[src/rtl/control_sequencer.sv]
// Hardwired Moore control unit: sequences the fetch/execute strobes for the CPU datapath
// from the latched instruction class. Every output is a register loaded from the next-state decode.
module control_sequencer #(
  parameter int OPC_MSB         = 31,
  parameter bit HALT_ON_ILLEGAL = 1'b1
) (
  input  logic        clk,
  input  logic        clr,
  input  logic [31:0] ir,
  input  logic        stop,
  output logic        PCout,
  output logic        ZLowout,
  output logic        MDRout,
  output logic        Rout,
  output logic        BAout,
  output logic        Cout,
  output logic        MARin,
  output logic        MDRin,
  output logic        PCin,
  output logic        IRin,
  output logic        Yin,
  output logic        Rin,
  output logic        ZHighIn,
  output logic        ZLowIn,
  output logic        IncPC,
  output logic        Read,
  output logic        Write,
  output logic        Gra,
  output logic        Grb,
  output logic        Grc,
  output logic [3:0]  alu_op,
  output logic        run,
  output logic        illegal,
  output logic [4:0]  state_dbg
);

  typedef enum logic [4:0] {
    S_RST   = 5'd0,
    S_T0    = 5'd1,
    S_T1    = 5'd2,
    S_T2    = 5'd3,
    S_T3    = 5'd4,
    S_T4    = 5'd5,
    S_T5    = 5'd6,
    S_T6    = 5'd7,
    S_T7    = 5'd8,
    S_PAUSE = 5'd9,
    S_HALT  = 5'd10
  } state_t;

  typedef enum logic [2:0] {
    C_LD, C_LDI, C_ST, C_ALU, C_ADDI, C_NOP, C_HALT, C_ILL
  } iclass_t;

  typedef struct packed {
    logic pc_out, zlow_out, mdr_out, r_out, ba_out, c_out;
    logic mar_in, mdr_in, pc_in, ir_in, y_in, r_in, zhigh_in, zlow_in;
    logic inc_pc, read, write, gra, grb, grc, run;
  } ctrl_t;

  localparam logic [3:0] ALU_ADD = 4'd0;
  localparam logic [3:0] ALU_SUB = 4'd1;
  localparam logic [3:0] ALU_AND = 4'd2;
  localparam logic [3:0] ALU_OR  = 4'd3;

  function automatic iclass_t classify(input logic [4:0] op);
    case (op)
      5'b00000: return C_LD;
      5'b00001: return C_LDI;
      5'b00010: return C_ST;
      5'b00011, 5'b00100, 5'b00101, 5'b00110: return C_ALU;
      5'b01100: return C_ADDI;
      5'b11000: return C_NOP;
      5'b11001: return C_HALT;
      default:  return HALT_ON_ILLEGAL ? C_ILL : C_NOP;
    endcase
  endfunction

  function automatic logic [3:0] alu_code(input logic [4:0] op);
    case (op)
      5'b00100: return ALU_SUB;
      5'b00101: return ALU_AND;
      5'b00110: return ALU_OR;
      default:  return ALU_ADD;
    endcase
  endfunction

  // Strobe set for a state; only T3..T7 look at the latched instruction class.
  function automatic ctrl_t decode(input state_t s, input iclass_t c);
    ctrl_t o;
    logic  mem_op;
    o      = '0;
    mem_op = (c == C_LD) || (c == C_LDI) || (c == C_ST);
    o.run  = (s >= S_T0) && (s <= S_T7);
    case (s)
      S_T0: begin
        o.pc_out = 1'b1; o.mar_in = 1'b1; o.inc_pc = 1'b1;
        o.zhigh_in = 1'b1; o.zlow_in = 1'b1;
      end
      S_T1: begin
        o.zlow_out = 1'b1; o.pc_in = 1'b1; o.read = 1'b1; o.mdr_in = 1'b1;
      end
      S_T2: begin
        o.mdr_out = 1'b1; o.ir_in = 1'b1;
      end
      S_T3: begin
        if (mem_op) begin
          o.grb = 1'b1; o.ba_out = 1'b1; o.y_in = 1'b1;
        end else if (c == C_ALU || c == C_ADDI) begin
          o.grb = 1'b1; o.r_out = 1'b1; o.y_in = 1'b1;
        end
      end
      S_T4: begin
        o.zhigh_in = 1'b1; o.zlow_in = 1'b1;
        if (c == C_ALU) begin
          o.grc = 1'b1; o.r_out = 1'b1;
        end else begin
          o.c_out = 1'b1;
        end
      end
      S_T5: begin
        o.zlow_out = 1'b1;
        if (c == C_LD || c == C_ST) begin
          o.mar_in = 1'b1;
        end else begin
          o.gra = 1'b1; o.r_in = 1'b1;
        end
      end
      S_T6: begin
        o.mdr_in = 1'b1;
        if (c == C_ST) begin
          o.gra = 1'b1; o.r_out = 1'b1;
        end else begin
          o.read = 1'b1;
        end
      end
      S_T7: begin
        o.mdr_out = 1'b1;
        if (c == C_ST) begin
          o.write = 1'b1;
        end else begin
          o.gra = 1'b1; o.r_in = 1'b1;
        end
      end
      default: o = '0;
    endcase
    return o;
  endfunction

  state_t      state, state_nx, boundary;
  iclass_t     cls, cls_nx;
  ctrl_t       ctrl;
  logic [4:0]  opcode;
  logic        unused_ir;

  assign opcode    = ir[OPC_MSB -: 5];
  assign unused_ir = ^ir;

  // NOTE: every variable in this block is assigned before any branch so no latch is inferred.
  always_comb begin
    cls_nx   = (state == S_T2) ? classify(opcode) : cls;
    boundary = stop ? S_PAUSE : S_T0;
    state_nx = state;
    case (state)
      S_RST:   state_nx = stop ? S_RST : S_T0;
      S_T0:    state_nx = S_T1;
      S_T1:    state_nx = S_T2;
      S_T2:    state_nx = S_T3;
      S_T3: begin
        case (cls)
          C_NOP:         state_nx = boundary;
          C_HALT, C_ILL: state_nx = S_HALT;
          default:       state_nx = S_T4;
        endcase
      end
      S_T4:    state_nx = S_T5;
      S_T5:    state_nx = (cls == C_LD || cls == C_ST) ? S_T6 : boundary;
      S_T6:    state_nx = S_T7;
      S_T7:    state_nx = boundary;
      S_PAUSE: state_nx = stop ? S_PAUSE : S_T0;
      S_HALT:  state_nx = S_HALT;
      default: state_nx = S_RST;
    endcase
  end

  // NOTE: sequential state uses non-blocking assignments so all registers update together.
  always_ff @(posedge clk) begin
    if (clr) begin
      state   <= S_RST;
      cls     <= C_NOP;
      ctrl    <= '0;
      alu_op  <= ALU_ADD;
      illegal <= 1'b0;
    end else begin
      state <= state_nx;
      cls   <= cls_nx;
      ctrl  <= decode(state_nx, cls_nx);
      if (state == S_T2) alu_op <= alu_code(opcode);
      if (state == S_T3 && cls == C_ILL) illegal <= 1'b1;
    end
  end

  assign PCout     = ctrl.pc_out;
  assign ZLowout   = ctrl.zlow_out;
  assign MDRout    = ctrl.mdr_out;
  assign Rout      = ctrl.r_out;
  assign BAout     = ctrl.ba_out;
  assign Cout      = ctrl.c_out;
  assign MARin     = ctrl.mar_in;
  assign MDRin     = ctrl.mdr_in;
  assign PCin      = ctrl.pc_in;
  assign IRin      = ctrl.ir_in;
  assign Yin       = ctrl.y_in;
  assign Rin       = ctrl.r_in;
  assign ZHighIn   = ctrl.zhigh_in;
  assign ZLowIn    = ctrl.zlow_in;
  assign IncPC     = ctrl.inc_pc;
  assign Read      = ctrl.read;
  assign Write     = ctrl.write;
  assign Gra       = ctrl.gra;
  assign Grb       = ctrl.grb;
  assign Grc       = ctrl.grc;
  assign run       = ctrl.run;
  assign state_dbg = state;

endmodule
[config.mk]
export PLATFORM = sky130hd
export DESIGN_NAME = control_sequencer
export DESIGN_NICKNAME = d
export VERILOG_FILES = /design/src/rtl/control_sequencer.sv
export SDC_FILE = /design/constraint.sdc
export NUM_CORES = 1
export LEC_CHECK = 0
export CORE_AREA = 4 4 77 65
export DETAILED_ROUTE_END_ITERATION = 7
export DIE_AREA = 0 0 81 69
export DONT_BUFFER_PORTS = 1
export GPL_TIMING_DRIVEN = 0
export PLACE_DENSITY = 0.55
export SLEW_MARGIN = 10
export SYNTH_ARGS = -nofsm -noshare
export SYNTH_HDL_FRONTEND = slang
export SYNTH_SLANG_ARGS = --single-unit
[constraint.sdc]
create_clock -name clk -period 2.55 [get_ports clk]
set_clock_uncertainty 0.15 [all_clocks]
set_input_delay 0.255 -clock clk [delete_from_list [all_inputs] [get_ports clk]]
set_output_delay 0.255 -clock clk [all_outputs]
set_load 0.03 [all_outputs]
==> impl_metrics.json, run 1 <==
{
  "hp-start": "clr",
  "nets": 206,
  "p_leak_nw": 0.600,
  "globalplace.congestion": 0.848,
  "cts.clk_slew.worst_paths_ns": 0.10,
  "pwr_density_cell_nw_per_um2": 813,
  "grt_max_degree": 17,
  "critPathRequiredTime_ns": 2.58,
  "whs_ns": 0.0530,
  "async_flop_share_pct": 0,
  "worst_pin_slew_ns": 0.562,
  "die_area_um2": 5590,
  "drive_above_1_share_pct": 15.9,
  "reg2reg_depth": 6,
  "synth-seq-cells": 28,
  "drt_wl_total_mm": 3.44,
  "ir_drop_v": 0.000410,
  "synth.distinct_cells": 50,
  "max-cap-violations": 0,
  "setup_viol": 0,
  "core_um2": 4150,
  "gr-usage-met2_pct": 18.9,
  "min_period_over_period_pct": 92.1,
  "die_w_um": 81,
  "crit_fanout": 10,
  "ff2ff_setup_slack_ns": 0.20,
  "slew_viol_final": 0,
  "reg2reg_from": "state_dbg[2]",
  "start_util_pct": 34.5,
  "critPathArrivalTime_ns": 2.38,
  "slew_headroom_pct": 62.0,
  "cts_setup_buffers": 0,
  "hpwlAfterDp_mm": 2.60,
  "routedWlPerCell_um": 15.2,
  "synth_area_um2": 1430,
  "rows": 21,
  "period_needed_ns": 2.35,
  "syn_area_per_cell_um2": 8.80,
  "ys.flop_type": "dfxtp_1",
  "yosysSeqAreaShare_pct": 39.1,
  "numClockSinks": 28,
  "gr-usage-met1_pct": 17.4,
  "largest_register_ffs": 4,
  "antenna_cells": 0,
  "crit_path_start_kind": "register",
  "layout_common_cells": "dfxtp_1, nor2_1, nor3_1",
  "die_y_um": 69,
  "htreeDepth": 1,
  "insertion_delay_ns": 0.28,
  "grt_pass1_vias": 1110,
  "run_status": "complete, no violations",
  "grt-ovfl-total": 0,
  "hold_end": "state_dbg[2]",
  "clockBufferDepth": 2,
  "rsz0062_at_grt": "false",
  "cts_buffers": 3,
  "ant_nets": 0,
  "max_clock_freq_mhz": 426,
  "hold_path.class": "input pin to register",
  "cts-root-buf": "clkbuf_8",
  "grt_pass1_wl_mm": 5.66,
  "ys_warn_count": 0,
  "post_drt_via_cell_ratio": 5.14,
  "critPathCaptureType": "register",
  "netlist_instances": 163,
  "hold_viol": 0,
  "hold_depth": 2,
  "worst-setup-path-type": "register to register",
  "numPortBuffers": 0,
  "r2r_end": "MDRin",
  "syn_to_final_growth_pct": 11.2,
  "final_common_cell": "dfxtp_1",
  "cts_tree": "done",
  "io_pins": 66,
  "vias": 1166,
  "drt_pass1_iterations": 4,
  "grt_usage_pct": 12.8,
  "drt_iter0_drc": 72,
  "busiest_layer": "met2",
  "drc": 0,
  "setup_tns_ns": 0,
  "synth_edf_count": 0,
  "antenna_found_initial": 0,
  "met3_usage_pct": 5.08
}
layer usage:
layer	share of wire (%)	wire length, um
met3	7.7	266
met4	0.93	32
met2	44	1520
met1	47	1620
met5	0	0
through the flow:
step | power [mW] | util, % | area (um^2) | std cells | setup WS (ns)
final | 1.30 | 38.4 | 1590 | 227 | 0.202
after global placement | 0.952 | 36.4 | 1510 | 222 | 0.236
after CTS | 1.30 | 38.4 | 1590 | 227 | 0.187
after detailed placement | 0.957 | 36.4 | 1510 | 222 | 0.217
after floorplan | 0.893 | - | 1440 | 165 | 0.520
after global routing | 1.37 | 38.4 | 1590 | 227 | 0.00453
area by class of cell:
cell class              instances  area [um^2]
plain buffers                  19          138
clock buffers                   3         41.3
clock inverters                 1         30.0
fillers                       451         2560
inverters                       2         7.51
multi-input cells             116          736
flip-flops and latches         28          561
well taps                      57         71.3
repair buffers                  1         10.0
synthesized netlist by cell type (2+ instances only):
| cell type | n | area (um^2) |
|---|---|---|
| buf_2 | 4 | 20.0 |
| a32oi_1 | 4 | 35.0 |
| o21ai_0 | 4 | 20.0 |
| inv_1 | 2 | 7.51 |
| or2_1 | 4 | 25.0 |
| nor2_1 | 13 | 48.8 |
| nand2b_1 | 4 | 25.0 |
| buf_6 | 2 | 22.5 |
| and3b_1 | 2 | 17.5 |
| clkbuf_8 | 2 | 27.5 |
| o22ai_1 | 2 | 12.5 |
| buf_4 | 7 | 52.6 |
| o21ai_1 | 3 | 15.0 |
| a21o_1 | 2 | 15.0 |
| nand2_2 | 2 | 12.5 |
| o31ai_1 | 2 | 15.0 |
| nor3b_1 | 5 | 37.5 |
| nand2_1 | 7 | 26.3 |
| a31oi_1 | 3 | 18.8 |
| a211oi_1 | 2 | 15.0 |
| a21oi_1 | 8 | 40.0 |
| dfxtp_1 | 28 | 561 |
| nor3_1 | 9 | 45.0 |
| nor2b_1 | 6 | 37.5 |
| clkbuf_1 | 4 | 15.0 |
| nand3_1 | 8 | 40.0 |
how the worst max path moves through the flow:
stage | from | end | slack [ns] | cells past startpoint
after floorplan | state_dbg[2] | MDRin | 0.52 | 6
after global placement | state_dbg[2] | MDRin | 0.24 | 6
after detailed placement | state_dbg[2] | MDRin | 0.22 | 6
after CTS | state_dbg[2] | MDRin | 0.19 | 6
after global routing | state_dbg[2] | MDRin | 0.005 | 6
final | state_dbg[2] | MDRin | 0.20 | 6
logic make-up after synthesis:
logic type      Yosys count  share of synthesized area, %
flops                    28                          39.1
mux                       1                         0.785
compound gates           42                          21.7
simple gates             69                          27.4
buf+inv                  21                          10.1
xor+xnor                  1                         0.611
other cells               1                         0.262
report_power, final:
group          leakage (nW)  internal, mW  switching, mW
clock network        0.0357         0.210          0.140
logic                 0.337         0.127          0.191
registers             0.228         0.490          0.138
what timing repair did:
item / 4_1_cts / 5_1_grt
endpoints found under the hold margin: 1 / 0
hold buffers: 1 / 0
resized for setup: 0 / 0
critical path, cell delays in order (launching register included):
cell,delay (ns)
dfxtp_1,0.60
buf_2,0.29
nor4b_1,0.50
nand2_2,0.24
nand2_2,0.16
nor4_2,0.07
or2_1,0.23
No activity file was read; power rests on OpenSTA's default activity.
==> run 2, diff against run 1 <==
Settings changed: PLACE_DENSITY 0.55 to unset, TNS_END_PERCENT set to 30.
==> run 2 against run 1 <==
Non-clock buffer count unchanged. Clock-buffer cell count did not move. Setup slack gained 0.067 ns. Sequential share of layout area is 0.14 points lower. Die area stayed put. Clock power rose by 2%. Critical endpoint is now Gra.
==> impl_metrics.json, run 2 (synthesis results as in run 1) <==
{
  "run_status": "complete, no violations",
  "setup_viol": 0,
  "worst_pin_slew_ns": 0.540,
  "numClockSinks": 28,
  "critPathCaptureType": "register",
  "p_leak_nw": 0.602,
  "cts-root-buf": "clkbuf_8",
  "placedCellCount": 222,
  "clockBufferDepth": 2,
  "insertion_delay_ns": 0.28,
  "syn_to_final_growth_pct": 11.6,
  "critPathArrivalTime_ns": 2.31,
  "drc": 0,
  "period_needed_ns": 2.28,
  "grt_pass1_wl_mm": 5.70,
  "globalplace.congestion": 0.817,
  "slew_headroom_pct": 63.7,
  "hpwlAfterDp_mm": 2.62,
  "worst-setup-path-type": "register to register",
  "pre_cts_ws_ns": 0.230,
  "grt_max_degree": 17,
  "setup_tns_ns": 0,
  "seq_area_um2": 561,
  "p_clk_share_pct": 27.4,
  "layout_common_cells": "dfxtp_1, nor2_1, nor3_1",
  "cts_tree": "done",
  "p_sw_share_pct": 36.7,
  "internal_power_mw": 0.829,
  "power_switching_mw": 0.481,
  "nets": 206,
  "drt_pass1_iterations": 5,
  "share_comb_of_total_power_pct": 24.7,
  "drive_above_1_share_pct": 16.5,
  "antenna_found_initial": 0,
  "grt_usage_pct": 12.7,
  "rsz0062_at_grt": "false",
  "layout.cells.non_filler": 227,
  "post_drt_via_cell_ratio": 5.33,
  "start_util_pct": 34.5,
  "antenna_cells": 0,
  "routedWlPerCell_um": 15.4,
  "die_w_um": 81,
  "io_pins": 66,
  "multi_input_area_um2": 742,
  "crit_fanout": 8,
  "final_common_cell": "dfxtp_1",
  "crit_path_start_kind": "register",
  "min_period_over_period_pct": 89.4,
  "seqPwrFrac_pct": 47.8,
  "core_um2": 4150,
  "critPathRequiredTime_ns": 2.58,
  "ir_drop_v": 0.000310,
  "drt_iter0_drc": 60,
  "vias": 1211,
  "max-cap-violations": 0,
  "fillers": 430,
  "ant_nets": 0,
  "rows": 21,
  "htreeDepth": 1,
  "grt_pass1_vias": 1177,
  "drt_wl_total_mm": 3.50,
  "numPortBuffers": 0,
  "cts_buffers": 3,
  "cts_setup_buffers": 0,
  "slew_viol_final": 0,
  "worst_slack_ns": 0.269,
  "largest_register_ffs": 4,
  "die_area_um2": 5590,
  "max_clock_freq_mhz": 438,
  "cts.clk_slew.worst_paths_ns": 0.10,
  "die_y_um": 69,
  "hold_viol": 0,
  "pwr_density_cell_nw_per_um2": 818,
  "grt-ovfl-total": 0,
  "hold_path.class": "input pin to register"
}
run 2: cell counts in the layout (fill, tap and decap cells not counted):
Identical to the previous run, type by type.
run 2: per-stage QoR:
stage | cell area [um^2] | utilization, % | power (mW) | hold WS [ns]
finish | 1600 | 38.5 | 1.31 | 0.0448
global route | 1600 | 38.5 | 1.37 | 0.0359
CTS | 1590 | 38.4 | 1.31 | 0.0423
detailed placement | 1510 | 36.4 | 0.955 | 0.279
global placement | 1510 | 36.4 | 0.948 | 0.269
floorplan | 1440 | - | 0.893 | 0.247
run 2: cell type report:
cell class	count	share of cell area [%]
Timing Repair Buffer	1	0.625
Tap cell	57	4.46
Inverter	2	0.469
Buffer	19	8.60
Clock buffer	3	2.58
Sequential cell	28	35.0
Clock inverter	1	1.88
Multi-Input combinational cell	116	46.4
run 2: critical path, stage by stage, from the launching register on:
cell and delay (ns):
dfxtp_1 0.63, nand4bb_1 0.19, buf_2 0.21, nor4_1 0.48, a211oi_1 0.14, a211oi_1 0.27
o41ai_1 0.10
run 2: power groups by stage:
| stage | Combinational [mW] | Sequential (mW) | Clock [mW] |
|---|---|---|---|
| finish | 0.324 | 0.627 | 0.359 |
| global route | 0.350 | 0.635 | 0.382 |
| CTS | 0.319 | 0.629 | 0.361 |
| global placement | 0.310 | 0.638 | 0 |
| detailed placement | 0.316 | 0.639 | 0 |
| floorplan | 0.268 | 0.625 | 0 |
run 2: what timing repair did:
action	CTS	global route
hold endpoints to repair	1	0
hold buffers	1	0
resized for setup	0	1
endpoints found under the setup margin	0	2
run 2: routing by layer:
metal / GRT usage, % / part of all wire, % / routed length, um / vias up
met4: 1.69 / 0.37 / 13 / 0
met1: 16.5 / 45 / 1580 / 562
met5: 0 / 0 / 0 / -
met3: 4.04 / 8.6 / 299 / 2
met2: 20.9 / 46 / 1610 / 50
li1: - / - / - / 597
run 2: final timing paths:
path                start            to  slack, ns  cells after the start
max          state_dbg[1]           Gra       0.27                      6
min                   clr  state_dbg[2]       0.04                      2
max reg2reg  state_dbg[1]           Gra       0.27                      6
min reg2reg        cls[0]       illegal       0.50                      3
==> run 3, diff against run 2 <==
Settings changed: GPL_TIMING_DRIVEN 0 to unset.
==> run 3 against run 2 <==
Largest cell class unchanged. Hold slack worse by 0.041 ns. Clock-buffer cell count unchanged. First-iteration DRC count up 93%. Largest power group unchanged. Flip-flop and latch count unchanged. Register-to-register slack better by 0.10 ns. Maximum frequency up 4.8%. Total power down 2.6%. Global-route usage down 0.20 points. Critical path type unchanged. Combinational power down 9.0%. Final cell count down 4.8%. Setup slack better by 0.10 ns. Die area unchanged.
==> impl_metrics.json, run 3 (synthesis results as in run 1) <==
{
  "slew_viol_final": 0,
  "layout.cells.non_filler": 216,
  "antenna_found_initial": 0,
  "gr-usage-met2_pct": 18.3,
  "drt_iter0_drc": 116,
  "numClockSinks": 28,
  "grt-ovfl-total": 0,
  "r2r_end": "Gra",
  "htreeDepth": 1,
  "clockBufferDepth": 2,
  "cts_tree": "done",
  "hpwlAfterDp_mm": 2.41,
  "nets": 195,
  "p_sw_share_pct": 36.3,
  "globalplace.congestion": 0.802,
  "critPathRequiredTime_ns": 2.55,
  "die_y_um": 69,
  "grt_pass1_wl_mm": 5.48,
  "ir_drop_v": 0.000488,
  "drive_above_1_share_pct": 11.9,
  "gr-usage-met1_pct": 16.9,
  "layout_common_cells": "dfxtp_1, nor2_1, nor3_1",
  "max_clock_freq_mhz": 459,
  "post_drt_via_cell_ratio": 5.43,
  "cts.clk_slew.worst_paths_ns": 0.10,
  "post_cts_resized": 0,
  "numPortBuffers": 0,
  "largest_register_ffs": 4,
  "worst_pin_slew_ns": 0.733,
  "max-cap-violations": 0,
  "routedWlPerCell_um": 15.7,
  "die_w_um": 81,
  "busiest_layer": "met2",
  "ff2ff_setup_slack_ns": 0.37,
  "critPathCaptureType": "register",
  "hold_viol": 0,
  "drt_pass1_iterations": 4,
  "rows": 21,
  "share_comb_of_total_power_pct": 23.1,
  "p_clk_share_pct": 28.1,
  "met3_usage_pct": 4.04,
  "hold_path.class": "input pin to register",
  "setup_tns_ns": 0,
  "pre_cts_ws_ns": 0.432,
  "grt_pass1_vias": 1061,
  "drt_wl_total_mm": 3.39,
  "slew_headroom_pct": 50.9,
  "reg2reg_from": "state_dbg[0]",
  "start_util_pct": 34.5,
  "p_leak_nw": 0.559,
  "die_area_um2": 5590,
  "grt_usage_pct": 12.5,
  "crit_path_start_kind": "register",
  "period_needed_ns": 2.18,
  "internal_power_mw": 0.812,
  "antenna_cells": 0,
  "syn_to_final_growth_pct": 5.93,
  "core_um2": 4150,
  "pwr_density_cell_nw_per_um2": 840,
  "vias": 1173,
  "placedCellCount": 210,
  "ctsHoldBuffers": 2,
  "io_pins": 66,
  "hp-start": "ir[29]",
  "cts-root-buf": "clkbuf_8",
  "insertion_delay_ns": 0.28,
  "fillers": 443,
  "fin_util_pct": 36.6,
  "grt_max_degree": 19,
  "min_period_over_period_pct": 85.4,
  "reg2reg_depth": 6,
  "hold_end": "alu_op[0]",
  "power_switching_mw": 0.464,
  "worst-setup-path-type": "register to register",
  "run_status": "complete, no violations",
  "cts_buffers": 3,
  "setup_viol": 0,
  "worst_slack_ns": 0.373,
  "seqPwrFrac_pct": 48.8,
  "crit_fanout": 9,
  "critPathArrivalTime_ns": 2.17,
  "drc": 0,
  "hold_depth": 2,
  "cts_setup_buffers": 0,
  "rsz0062_at_grt": "false",
  "final_common_cell": "dfxtp_1",
  "ant_nets": 0
}
-- run 3: changes by cell type in the layout (fill, tap and decap cells not counted) --
cell           delta
buf_2             -4
clkbuf_1          -4
buf_6             -2
clkbuf_8          -2
dlygate4sd3_1     +1
nor4b_1           +1
nor4b_2           -1
-- run 3: worst max-delay path by stage --
stage	cells past startpoint	from	end
2_1_floorplan	6	state_dbg[2]	MDRin
4_1_cts	6	state_dbg[0]	Gra
3_3_place_gp	6	state_dbg[0]	Gra
6_report	6	state_dbg[0]	Gra
3_5_place_dp	6	state_dbg[0]	Gra
5_1_grt	6	state_dbg[0]	Gra
-- run 3: power by group through the flow --
stage               clock network (mW)  logic [mW]  registers, mW
floorplan                            0       0.268          0.625
global placement                     0       0.280          0.635
detailed placement                   0       0.284          0.635
CTS                              0.364       0.292          0.624
global route                     0.380       0.322          0.630
finish                           0.358       0.295          0.623
-- run 3: through the flow --
stage / area, um^2 / hold slack (ns) / total power [mW]
floorplan: 1440 / 0.247 / 0.893
global placement: 1430 / 0.179 / 0.914
detailed placement: 1430 / 0.182 / 0.919
CTS: 1520 / 0.00476 / 1.28
global route: 1520 / 0.0215 / 1.33
finish: 1520 / 0.00403 / 1.28
-- run 3: final cells by class --
| cell class | count | area [um^2] | share of cell area [%] |
|---|---|---|---|
| timing repair buffer | 9 | 72.6 | 4.78 |
| sequential | 28 | 561 | 36.9 |
| clock buffer | 3 | 41.3 | 2.72 |
| inverter | 2 | 7.51 | 0.494 |
| tap | 57 | 71.3 | 4.70 |
| clock inverter | 1 | 30.0 | 1.98 |
| multi-input combinational | 116 | 736 | 48.4 |
-- run 3: worst max-delay path, cell delays in order (launching register included) --
cell and delay, ns:
dfxtp_1 0.48, nand4bb_1 0.20, buf_4 0.22, nor4_1 0.46
a211oi_1 0.13, a211oi_1 0.29, o41ai_1 0.11
-- run 3: per-layer routing --
metal	vias up	share of wire (%)	wire, um
li1	576	-	-
met1	553	44	1500
met2	40	46	1540
met3	4	8.8	297
met4	0	1.3	44
met5	-	0	0
==> RTL change, RTL diff (settings of run 1) <==
Register the output `Gra`; this adds one clock of latency there. The other outputs are not delayed to match.
--- a/src/rtl/control_sequencer.sv
+++ b/src/rtl/control_sequencer.sv
@@ -218,5 +218,7 @@
   assign Read      = ctrl.read;
   assign Write     = ctrl.write;
-  assign Gra       = ctrl.gra;
+  always_ff @(posedge clk) begin
+    Gra <= ctrl.gra;
+  end
   assign Grb       = ctrl.grb;
   assign Grc       = ctrl.grc;
Behaviour: not the same (a bounded check fails within 10 cycles, from zero or initial values).
==> RTL change against run 1 <==
Sequential cell count rose by 1. Synthesized area decreased by 2.4%. Cell count up 0.88%. Wire length down 10%. Cell area shrank 0.39%. Setup slack worse by 17 ps. Global-route usage shrank 1.1 points. Power decreased by 16%.
==> RTL change: results (changes against run 1) <==
status:
  status: "completed"
global_route:
  grt_max_degree: 11  # -6
  grt_pass1_wl_um: 5090  # -10%
  use_met2_pct: 15.9  # -3.0 points
  met3_usage_pct: 6.12  # +1.0 points
min_path:
  hold_path_startpoint: "ir[30]"
  holdPathEnd: "BAout"
  worstHoldPathCells: 3  # +1
synthesis:
  synth_xor_area_share_pct: 2.50  # +1.9 points
  synth_cell_types: 49  # -2.0%
  synthCells: 162  # -0.61%
  synth_area_leaders: "dfxtp_1, nor2_1, buf_4"
  synthAdderAreaFrac_pct: 0.804  # +0.80 points
cts:
  cts_made_buffers: 5  # +2
  h-tree-depth: 2  # +1
power_and_ir_drop:
  p_leak_nw: 0.629  # +4.7%
  peakVddDrop_uv: 281  # -31%
  p_seq_uw: 552  # -12%
  swShare_pct: 29.8  # -6.4 points
  powerComb_uw: 169  # -47%
detailed_routing:
  drtIter0Drc: 103  # +43%
  vias: 1171  # +0.43%
  wl_met2_um: 1300  # -14%
  met3_length_um: 258  # -3.0%
  wl_per_cell_um: 13.5  # -11%
place:
  gp_congestion: 0.837  # -1.2%
  placed_cells: 221  # -0.45%
  hpwlAfterDp_um: 2310  # -11%
timing:
  fmax_mhz: 423  # -0.73%
worst_setup_path:
  slowest_stage: "or4_1"
  crit_end: "Rout"
  crit_path_max_incr_delay_ps: 440  # -160 ps
final_layout:
  layout-drive-gt1-share_pct: 18.6  # +2.7 points
RTL change: changes by cell type after synthesis, sizes merged, moves of 5 or more:
cell / run 1 / this run
nand3: 8 / 3
nor2: 13 / 22
nor2b: 6 / 1
inv: 2 / 7
RTL change: worst register-to-register path: cells and delay by family (launching register included):
| family | cells | cell delay, ps |
|---|---|---|
| compound gates | 3 | 630 |
| buf+inv | 2 | 420 |
| flops | 1 | 410 |
| simple gates | 2 | 660 |
RTL change: area by class of cell:
type | count | area [um2]
timing repair buffer | 1 | 10.0
clock buffer | 7 | 86.3
inverter | 7 | 26.3
multi-input combinational | 110 | 679
tap | 57 | 71.3
buffer | 18 | 133
sequential | 29 | 582
fill | 445 | 2560
RTL change: what timing repair did:
action | 4_1_cts | 5_1_grt
resized for setup | 0 | 3
endpoints found under the hold margin | 1 | 0
hold buffers | 1 | 0
setup endpoints to repair | 0 | 1
